===== src/rtl/ccff_chain_pkg.sv =====
// ---------------------------------------------------------------------------
// ccff_chain_pkg : shared types and helpers for the config-chain driver
// Revision 1.0
// ---------------------------------------------------------------------------
`default_nettype none

package ccff_chain_pkg;

  typedef enum logic [1:0] {
    IDLE = 2'd0,
    LOAD = 2'd1,
    READ = 2'd2,
    DONE = 2'd3
  } state_e;

  localparam logic MODE_LOAD = 1'b0;
  localparam logic MODE_READ = 1'b1;

  function automatic int words_per_chain(input int chain_len, input int word_w);
    return (chain_len + word_w - 1) / word_w;
  endfunction

endpackage

`default_nettype wire


===== src/rtl/ccff_chain_driver.sv =====
// ---------------------------------------------------------------------------
// ccff_chain_driver : serialises bitstream words into a CCFF chain and
// performs non-destructive rotate-readback packed into words.  Revision 1.0
// ---------------------------------------------------------------------------
`default_nettype none

module ccff_chain_driver
  import ccff_chain_pkg::*;
#(
  parameter int CHAIN_LEN = 29,
  parameter int WORD_W    = 8
) (
  input  logic              prog_clk,
  input  logic              prog_reset,
  input  logic              start,
  input  logic              mode,
  input  logic [WORD_W-1:0] word_in,
  input  logic              word_valid,
  output logic              word_ready,
  output logic [WORD_W-1:0] rb_data,
  output logic              rb_valid,
  input  logic              rb_ready,
  output logic              ccff_head,
  output logic              ccff_shift_en,
  input  logic              ccff_tail,
  output logic              busy,
  output logic              done
);

  localparam int WPC       = words_per_chain(CHAIN_LEN, WORD_W);
  localparam int CNT_W     = $clog2(CHAIN_LEN + 1);
  localparam int BC_W      = $clog2(WORD_W + 1);
  localparam int WA_W      = $clog2(WPC + 1);
  localparam int LAST_BITS = CHAIN_LEN - (WPC - 1) * WORD_W;

  localparam logic [CNT_W-1:0] CLEN   = CNT_W'(CHAIN_LEN);
  localparam logic [BC_W-1:0]  WFULL  = BC_W'(WORD_W);
  localparam logic [BC_W-1:0]  WLAST  = BC_W'(LAST_BITS);
  localparam logic [WA_W-1:0]  NWORDS = WA_W'(WPC);

  state_e              state_q, state_d;
  logic [CNT_W-1:0]    cnt_q, cnt_d;
  logic [WORD_W-1:0]   buf_q, buf_d;
  logic [BC_W-1:0]     bcnt_q, bcnt_d;
  logic [WA_W-1:0]     words_q, words_d;
  logic                head_q, head_d;
  logic                shift_en_q, shift_en_d;
  logic [WORD_W-1:0]   pk_q, pk_d, pk_base;
  logic [BC_W-1:0]     pkcnt_q, pkcnt_d, pkcnt_base;
  logic [WORD_W-1:0]   rb_data_q, rb_data_d;
  logic                rb_valid_q, rb_valid_d;
  logic                busy_q, busy_d;
  logic                done_q, done_d;

  logic w_load_shift, w_all_captured, w_move;

  assign w_load_shift   = (state_q == LOAD) && (bcnt_q != '0);
  // Every issued shift has been captured once no shift is still in flight.
  assign w_all_captured = (cnt_q == CLEN) && !shift_en_q;
  assign w_move         = (state_q == READ)
                       && ((pkcnt_q == WFULL) || (w_all_captured && (pkcnt_q != '0)))
                       && (!rb_valid_q || rb_ready);

  assign word_ready = (state_q == LOAD)
                   && ((bcnt_q == '0) || ((bcnt_q == BC_W'(1)) && w_load_shift))
                   && (words_q < NWORDS);

  always_comb begin
    state_d    = state_q;
    cnt_d      = cnt_q;
    buf_d      = buf_q;
    bcnt_d     = bcnt_q;
    words_d    = words_q;
    head_d     = head_q;
    shift_en_d = 1'b0;
    pk_d       = pk_q;
    pkcnt_d    = pkcnt_q;
    pk_base    = pk_q;
    pkcnt_base = pkcnt_q;
    rb_data_d  = rb_data_q;
    rb_valid_d = rb_valid_q;
    done_d     = 1'b0;

    case (state_q)
      IDLE: begin
        if (start) begin
          state_d = (mode == MODE_READ) ? READ : LOAD;
          cnt_d   = '0;
          bcnt_d  = '0;
          words_d = '0;
          pk_d    = '0;
          pkcnt_d = '0;
        end
      end

      LOAD: begin
        if (w_load_shift) begin
          shift_en_d = 1'b1;
          head_d     = buf_q[WORD_W-1];
          buf_d      = buf_q << 1;
          bcnt_d     = bcnt_q - 1'b1;
          cnt_d      = cnt_q + 1'b1;
        end
        // A refill may coincide with the last bit leaving, so no bubble.
        if (word_ready && word_valid) begin
          buf_d   = word_in;
          bcnt_d  = (words_q == NWORDS - 1'b1) ? WLAST : WFULL;
          words_d = words_q + 1'b1;
        end
        if (cnt_q == CLEN) begin
          state_d = DONE;
          done_d  = 1'b1;
        end
      end

      READ: begin
        if (rb_valid_q && rb_ready) rb_valid_d = 1'b0;
        if (w_move) begin
          rb_data_d  = pk_q << (WFULL - pkcnt_q);
          rb_valid_d = 1'b1;
          pk_base    = '0;
          pkcnt_base = '0;
        end
        if (shift_en_q) begin
          pk_d    = {pk_base[WORD_W-2:0], ccff_tail};
          pkcnt_d = pkcnt_base + 1'b1;
        end else begin
          pk_d    = pk_base;
          pkcnt_d = pkcnt_base;
        end
        // Stall when both the packer and the holding register will be full.
        if ((cnt_q != CLEN) && !((pkcnt_d == WFULL) && rb_valid_d)) begin
          shift_en_d = 1'b1;
          cnt_d      = cnt_q + 1'b1;
        end
        if (w_all_captured && (pkcnt_q == '0) && (!rb_valid_q || rb_ready)) begin
          state_d = DONE;
          done_d  = 1'b1;
        end
      end

      DONE:    state_d = IDLE;
      default: state_d = IDLE;
    endcase

    busy_d = (state_d != IDLE);
  end

  always_ff @(posedge prog_clk) begin
    if (prog_reset) begin
      state_q    <= IDLE;
      cnt_q      <= '0;
      buf_q      <= '0;
      bcnt_q     <= '0;
      words_q    <= '0;
      head_q     <= 1'b0;
      shift_en_q <= 1'b0;
      pk_q       <= '0;
      pkcnt_q    <= '0;
      rb_data_q  <= '0;
      rb_valid_q <= 1'b0;
      busy_q     <= 1'b0;
      done_q     <= 1'b0;
    end else begin
      state_q    <= state_d;
      cnt_q      <= cnt_d;
      buf_q      <= buf_d;
      bcnt_q     <= bcnt_d;
      words_q    <= words_d;
      head_q     <= head_d;
      shift_en_q <= shift_en_d;
      pk_q       <= pk_d;
      pkcnt_q    <= pkcnt_d;
      rb_data_q  <= rb_data_d;
      rb_valid_q <= rb_valid_d;
      busy_q     <= busy_d;
      done_q     <= done_d;
    end
  end

  assign ccff_head     = (state_q == READ) ? ccff_tail : head_q;
  assign ccff_shift_en = shift_en_q;
  assign rb_data       = rb_data_q;
  assign rb_valid      = rb_valid_q;
  assign busy          = busy_q;
  assign done          = done_q;

endmodule

`default_nettype wire

===== config.mk =====
export PLATFORM = sky130hd
export DESIGN_NAME = ccff_chain_driver
export DESIGN_NICKNAME = d
export VERILOG_FILES = /design/src/rtl/ccff_chain_pkg.sv /design/src/rtl/ccff_chain_driver.sv
export SDC_FILE = /design/constraint.sdc
export NUM_CORES = 1
export LEC_CHECK = 0
export ABC_AREA = 1
export ABC_CLOCK_PERIOD_IN_PS = 5800
export CORE_MARGIN = 4
export CORE_UTILIZATION = 27
export CTS_BUF_LIST = sky130_fd_sc_hd__clkbuf_16
export DETAILED_ROUTE_END_ITERATION = 10
export GPL_ROUTABILITY_DRIVEN = 0
export PLACE_DENSITY = 0.42
export SYNTH_ARGS = -nofsm -noshare
export SYNTH_HDL_FRONTEND = slang
export SYNTH_SLANG_ARGS = --single-unit
export TNS_END_PERCENT = 5

===== constraint.sdc =====
create_clock -name prog_clk -period 5.8 [get_ports prog_clk]
set_input_delay 0.58 -clock prog_clk [delete_from_list [all_inputs] [get_ports prog_clk]]
set_output_delay 0.58 -clock prog_clk [all_outputs]
set_load 0.05 [all_outputs]

# Word level (Yosys, flattened, before mapping)
# Cells that the tools add are included.
# W data, S select, Z words.
# op_classes
n_addsub,5
n_mul,0
div_mod_pow,0
magnitude_cmp,1
n_eq_ne,15
shifts,1
muxes,38
n_bitwise,0
n_reduce_logical,38
# ops
operator,n
$mux W8,5
$mux W4,8
$pmux W4 S2,2
$pmux W8 S2,1
$mux W5,3
$pmux W5 S3,1
$logic_and A1 B1 Y1,14
$reduce_and A3 Y1,3
$eq A4 B4 Y1 const B,2
$logic_not A4 Y1,2
$mux W1,8
$mux W2,4
$pmux W2 S4,1
$reduce_and A2 Y1,4
$reduce_bool A2 Y1,4
$reduce_bool A4 Y1,2
$shl A8 B4 Y8,1
$mux W3,2
$ne A2 B2 Y1 const B,3
$pmux W3 S2,1
$add A5 B1 Y5 const B,1
$eq A5 B5 Y1 const B,1
$ne A5 B5 Y1 const B,1
$add A4 B1 Y4 const B,1
17 further kinds,23
# totals
reg_bits,47
latch_bits,0
ram_bits,0
mem_bits_ro,0
out_inout_bits,14
word_cells,112
n_memories,0

# Logic depth before layout (Yosys ltp)
# depth
ltp_word,17
depth_mapped,23
depth_no_buf,22

# Worst setup path after synthesis
# OpenSTA, ideal clock, no wires.
# synth_path
path_kind,register -> register
from,register shift_en_q (netlist: ccff_shift_en)
to,register cnt_q[2]
arrival_time_ns,2.394
slack_ns,3.292
stages_incl_launch_ff,21
path_buffers,2
path_cell_list,dfxtp_1 buf_4 inv_2 nand2_1 nand2_1 nand2_2 buf_6 nand2_2 inv_1 ha_1 or2_2 nand2_1 nand2_1 nor2_2 nand2_2 nand2_2 nand2_4 nand2_2 nand2_1 nand2_1 nor2_2
# synth_via
elab_chain_cells,17
word_cells_on_any_way,19
cone_classes,add/sub (1); eq/ne (2); mux (6); reduce/logical (10)
# synth_lines
item,line,rtl
"start, declared",ccff_chain_driver.sv:47,"logic shift_en_q, shift_en_d;"
"start signal, assigned",ccff_chain_driver.sv:171,shift_en_q <= shift_en_d;
$logic_not A1 Y1,ccff_chain_driver.sv:59,assign w_all_captured = (cnt_q == CLEN) && !shift_en_q;
$logic_and A1 B1 Y1,ccff_chain_driver.sv:59,
$logic_and A1 B1 Y1,ccff_chain_driver.sv:61,&& ((pkcnt_q == WFULL) || (w_all_captured && (pkcnt_q != '0)))
$logic_or A1 B1 Y1,ccff_chain_driver.sv:61,
$logic_and A1 B1 Y1,ccff_chain_driver.sv:61,
$logic_and A1 B1 Y1,ccff_chain_driver.sv:62,&& (!rb_valid_q || rb_ready);
$mux W4,ccff_chain_driver.sv:118,if (w_move) begin
$mux W4,ccff_chain_driver.sv:84,case (state_q)
$add A4 B1 Y4,ccff_chain_driver.sv:126,pkcnt_d = pkcnt_base + 1'b1;
$mux W4,ccff_chain_driver.sv:124,if (shift_en_q) begin
$mux W4,ccff_chain_driver.sv:84,
$eq A4 B4 Y1,ccff_chain_driver.sv:132,if ((cnt_q != CLEN) && !((pkcnt_d == WFULL) && rb_valid_d)) begin
$logic_and A1 B1 Y1 (*),ccff_chain_driver.sv:132,
$logic_not A1 Y1 (*),ccff_chain_driver.sv:132,
$logic_and A1 B1 Y1 (*),ccff_chain_driver.sv:132,
$ne A2 B2 Y1 (no line) (*),--,
$reduce_and A4 Y1 (no line) (*),--,
"end signal, assigned",ccff_chain_driver.sv:166,cnt_q <= cnt_d;
"end, declared",ccff_chain_driver.sv:42,"logic [CNT_W-1:0] cnt_q, cnt_d;"
# Mark *: on every way between the ends. The rest lies on a longest branch, timed or not. The select of a mux whose other input is x is not followed.
# A chain may end at the register's enable or synchronous reset.

# Worst setup path after layout
# layout_path
from,register pkcnt_q[0]
to,register cnt_q[2]
# layout_via
elab_chain_cells,16
word_cells_on_any_way,19
cone_classes,add/sub (1); eq/ne (3); mux (6); reduce/logical (9)
# layout_lines
item,line,rtl
"start, declared",ccff_chain_driver.sv:49,"logic [BC_W-1:0] pkcnt_q, pkcnt_d, pkcnt_base;"
"start signal, assigned",ccff_chain_driver.sv:173,pkcnt_q <= pkcnt_d;
$reduce_bool A4 Y1,ccff_chain_driver.sv:61,
$logic_and A1 B1 Y1,ccff_chain_driver.sv:61,
$logic_or A1 B1 Y1,ccff_chain_driver.sv:61,
$logic_and A1 B1 Y1,ccff_chain_driver.sv:61,
$logic_and A1 B1 Y1,ccff_chain_driver.sv:62,
$mux W4,ccff_chain_driver.sv:118,
$mux W4,ccff_chain_driver.sv:84,
$add A4 B1 Y4,ccff_chain_driver.sv:126,
$mux W4,ccff_chain_driver.sv:124,
$mux W4,ccff_chain_driver.sv:84,
$eq A4 B4 Y1,ccff_chain_driver.sv:132,
$logic_and A1 B1 Y1 (*),ccff_chain_driver.sv:132,
$logic_not A1 Y1 (*),ccff_chain_driver.sv:132,
$logic_and A1 B1 Y1 (*),ccff_chain_driver.sv:132,
$ne A2 B2 Y1 (no line) (*),--,
$reduce_and A4 Y1 (no line) (*),--,
# Marks and branches as above.

==> flow_metrics.env <==
export IMPL_reg2reg_slack_ns=2.63
export IMPL_layout_setup_ws_ns=2.63
export IMPL_fin_nets=449
export IMPL_arrival_ns=3.36
export IMPL_die_height_um=108
export IMPL_setup_tns_ns=0
export IMPL_startpoint_type="flip-flop"
export IMPL_most_used_cells_in_the_layout_excluding_fill_and_tap_cells="95 x sky130_fd_sc_hd__nand2_1, 47 x sky130_fd_sc_hd__dfxtp_1, 41 x sky130_fd_sc_hd__inv_1"
export IMPL_maxCapViolCount=0
export IMPL_max_slew_margin=0.447
export IMPL_worst_hold_path_endpoint="rb_data[5]"
export IMPL_ioPinCount=29
export IMPL_drt_vias_per_instance=4.55
export IMPL_power_per_cell_area_nw_per_um2=405
export IMPL_run_status="finished, final reports clean"
export IMPL_drive_above_1_share=0.0758
export IMPL_root_buffer="sky130_fd_sc_hd__clkbuf_16"
export IMPL_portion_of_the_clock_cycle_consumed_by_the_worst_path_in_the_final_layout=0.547
export IMPL_holdBufCountCts=0
export IMPL_worst_r2r_startpoint="pkcnt_q[0]"
export IMPL_cts_setup_buffers=0
export IMPL_insertion_delay_ns=0.29
export IMPL_grt_setup_unrepaired="false"
export IMPL_most_common_cell_after_layout_fill_and_taps_aside="sky130_fd_sc_hd__nand2_1"
export IMPL_overflow=0
export IMPL_static_leakage_power_nw=1.31
export IMPL_route_final_wire_length_mm=6.76
export IMPL_detailedRoute_firstPassIterationCount=6
export IMPL_dieArea_um2=11700
export IMPL_grt_start_max_net_pins=26
export IMPL_track_usage=0.122
export IMPL_tritoncts="built"
export IMPL_final_hpwl_dp_mm=4.80
export IMPL_synth_yosys_warnings=0
export IMPL_vdd_ir_drop_max_mv=0.182
export IMPL_cts_inserted_buffers=5
export IMPL_hp_class="flip-flop to flip-flop"
export IMPL_timing_rr_end="cnt_q[2]"
export IMPL_htree_num_levels=2
export IMPL_max_slew_violations=0
export IMPL_via_count_of_the_first_global_routing_pass=2513
export IMPL_layout_area_overhead_vs_synth_pct=19.7
export IMPL_postSynthNetCount=431
export IMPL_placement_io_buffers=28
export IMPL_dp_worst_setup_slack_ns=2.55
export IMPL_min_from="rb_data[5]"
export IMPL_numClockSinks=47
export IMPL_floorplan_initialDensity=0.278
export IMPL_path_class="flip-flop to flip-flop"
export IMPL_core_rowCount=36
export IMPL_ys_seq_elements=47
export IMPL_synth_cells=403
export IMPL_worst_slew_pin_slew_ns=0.826
export IMPL_netlist_cell_type_count=35
export IMPL_hold_violations=0
export IMPL_fmaxAchievable_mhz=315
export IMPL_worst_setup_path_end_kind="flip-flop"
export IMPL_period_needed_ns=3.17
export IMPL_initial_antenna_violation_count=0
export IMPL_final_routed_drc_violation_total=0
export IMPL_clock_skew_final_ns=0.00680
export IMPL_insertedDiodeCount=0
export IMPL_crit_fanout=21
export IMPL_ff2ff_path_depth=20
export IMPL_min_delay_path_depth=2
export IMPL_average_size_of_a_mapped_cell_um2=6.75
export IMPL_clk_transition_reported_paths_ns=0.07
export IMPL_cts_repair_resize_count=0
export IMPL_sequential_fraction_of_the_synthesis_area=0.346
export IMPL_fillerInstances=1102
export IMPL_cts_buffer_depth=2
export IMPL_combined_area_of_all_synthesized_cells_um2=2720
export IMPL_number_of_routed_nets_with_antenna_violations=0
export IMPL_wire_length_of_the_first_global_routing_pass_mm=11.7
export IMPL_report_final_setup_viol=0
export IMPL_cp_data_required_time_ns=5.98
export IMPL_wl_per_cell_um=12.2
export IMPL_dr_total_vias=2524
export IMPL_dieWidth_um=108
export IMPL_drt_first_iter_violations=87
export IMPL_core_area_um2=9770
kinds of logic after synthesis:
group | Yosys count | synth area share
multiplexers | 1 | 0.00368
AO/OA/AOI/OAI | 101 | 0.204
AND/OR/NAND/NOR | 172 | 0.277
XOR/XNOR | 3 | 0.00967
adder cells (fa/ha/maj) | 13 | 0.0598
flip-flops | 47 | 0.346
buffers and inverters | 66 | 0.0989
through the flow:
stage / hold WS, ns / utilization / power (mW) / cell area, um2 / instances
floorplan: 0.439 / - / 0.864 / 2720 / 403
global placement: 0.453 / 0.316 / 1.00 / 3080 / 547
detailed placement: 0.455 / 0.316 / 1.00 / 3080 / 547
CTS: 0.467 / 0.333 / 1.34 / 3250 / 555
global route: 0.480 / 0.333 / 1.43 / 3250 / 555
finish: 0.464 / 0.333 / 1.32 / 3250 / 555
sequential cells by signal, summed over array words and instances, names as in the netlist, 2 cells and up:
name     count
bcnt_q       4
buf_q        8
cnt_q        5
pk_q         8
pkcnt_q      4
rb_data      8
state_q      2
words_q      3
layer usage:
metal / vias to the layer above / global-route usage / wire length [um]
met5: - / 0 / 0
met3: 7 / 0.0257 / 223
met2: 28 / 0.203 / 3030
li1: 1364 / - / -
met1: 1125 / 0.161 / 3410
met4: 0 / 0.0325 / 87
worst max-delay path, stage by stage, from the launching register on:
cell and delay, ns:
sky130_fd_sc_hd__dfxtp_1 0.56, sky130_fd_sc_hd__inv_1 0.21, sky130_fd_sc_hd__ha_1 0.28, sky130_fd_sc_hd__nand2_2 0.09
sky130_fd_sc_hd__nor2_2 0.05, sky130_fd_sc_hd__nor2_2 0.09, sky130_fd_sc_hd__nand2_2 0.27, sky130_fd_sc_hd__nand2_1 0.17
sky130_fd_sc_hd__inv_1 0.06, sky130_fd_sc_hd__ha_1 0.29, sky130_fd_sc_hd__or2_2 0.31, sky130_fd_sc_hd__nand2_1 0.07
sky130_fd_sc_hd__nand2_1 0.06, sky130_fd_sc_hd__nor2_2 0.10, sky130_fd_sc_hd__nand2_2 0.07, sky130_fd_sc_hd__nand2_2 0.07
sky130_fd_sc_hd__nand2_4 0.08, sky130_fd_sc_hd__nand2_2 0.09, sky130_fd_sc_hd__nand2_1 0.05, sky130_fd_sc_hd__nand2_1 0.07
sky130_fd_sc_hd__nor2_2 0.04
cell usage after synthesis (all sizes together):
library cell,instances,area share
nand2,104,0.15
dfxtp,47,0.35
inv,46,0.064
o21ai,42,0.077
a21oi,39,0.072
nand3,28,0.052
nor2,27,0.044
ha,13,0.060
clkbuf,12,0.017
a31oi,6,0.014
buf,6,0.016
nand4,5,0.012
o211ai,4,0.011
or2,4,0.0092
nor3,3,0.0055
a211oi,2,0.0055
clkinv,2,0.0028
o2111ai,2,0.0064
o211a,2,0.0074
xor2,2,0.0064
a21o,1,0.0028
a311oi,1,0.0032
mux2i,1,0.0037
o21bai,1,0.0028
o22ai,1,0.0023
or3,1,0.0023
xnor2,1,0.0032
how the worst max path moves through the flow:
stage	start	end	slack [ns]	cells past startpoint
detailed placement	rb_ready	cnt_q[2]	2.55	20
global placement	rb_ready	cnt_q[2]	2.62	20
floorplan	ccff_shift_en	cnt_q[2]	3.29	20
CTS	pkcnt_q[0]	cnt_q[2]	2.62	20
global route	pkcnt_q[0]	cnt_q[1]	2.28	18
finish	pkcnt_q[0]	cnt_q[2]	2.63	20
where the power goes:
part           switching [mW]  internal, mW
combinational           0.365         0.190
clock                   0.129         0.203
sequential             0.0477         0.384
total                   0.541         0.778
final cells by class:
cell class	instances	area (um2)	share of cell area
Inverter	48	180	0.0554
Clock buffer	5	125	0.0385
Multi-Input combinational cell	290	1510	0.464
Tap cell	133	166	0.0512
Sequential cell	47	941	0.289
Timing Repair Buffer	29	288	0.0885
Clock inverter	3	43.8	0.0135
(Power assumes the default switching activity.)
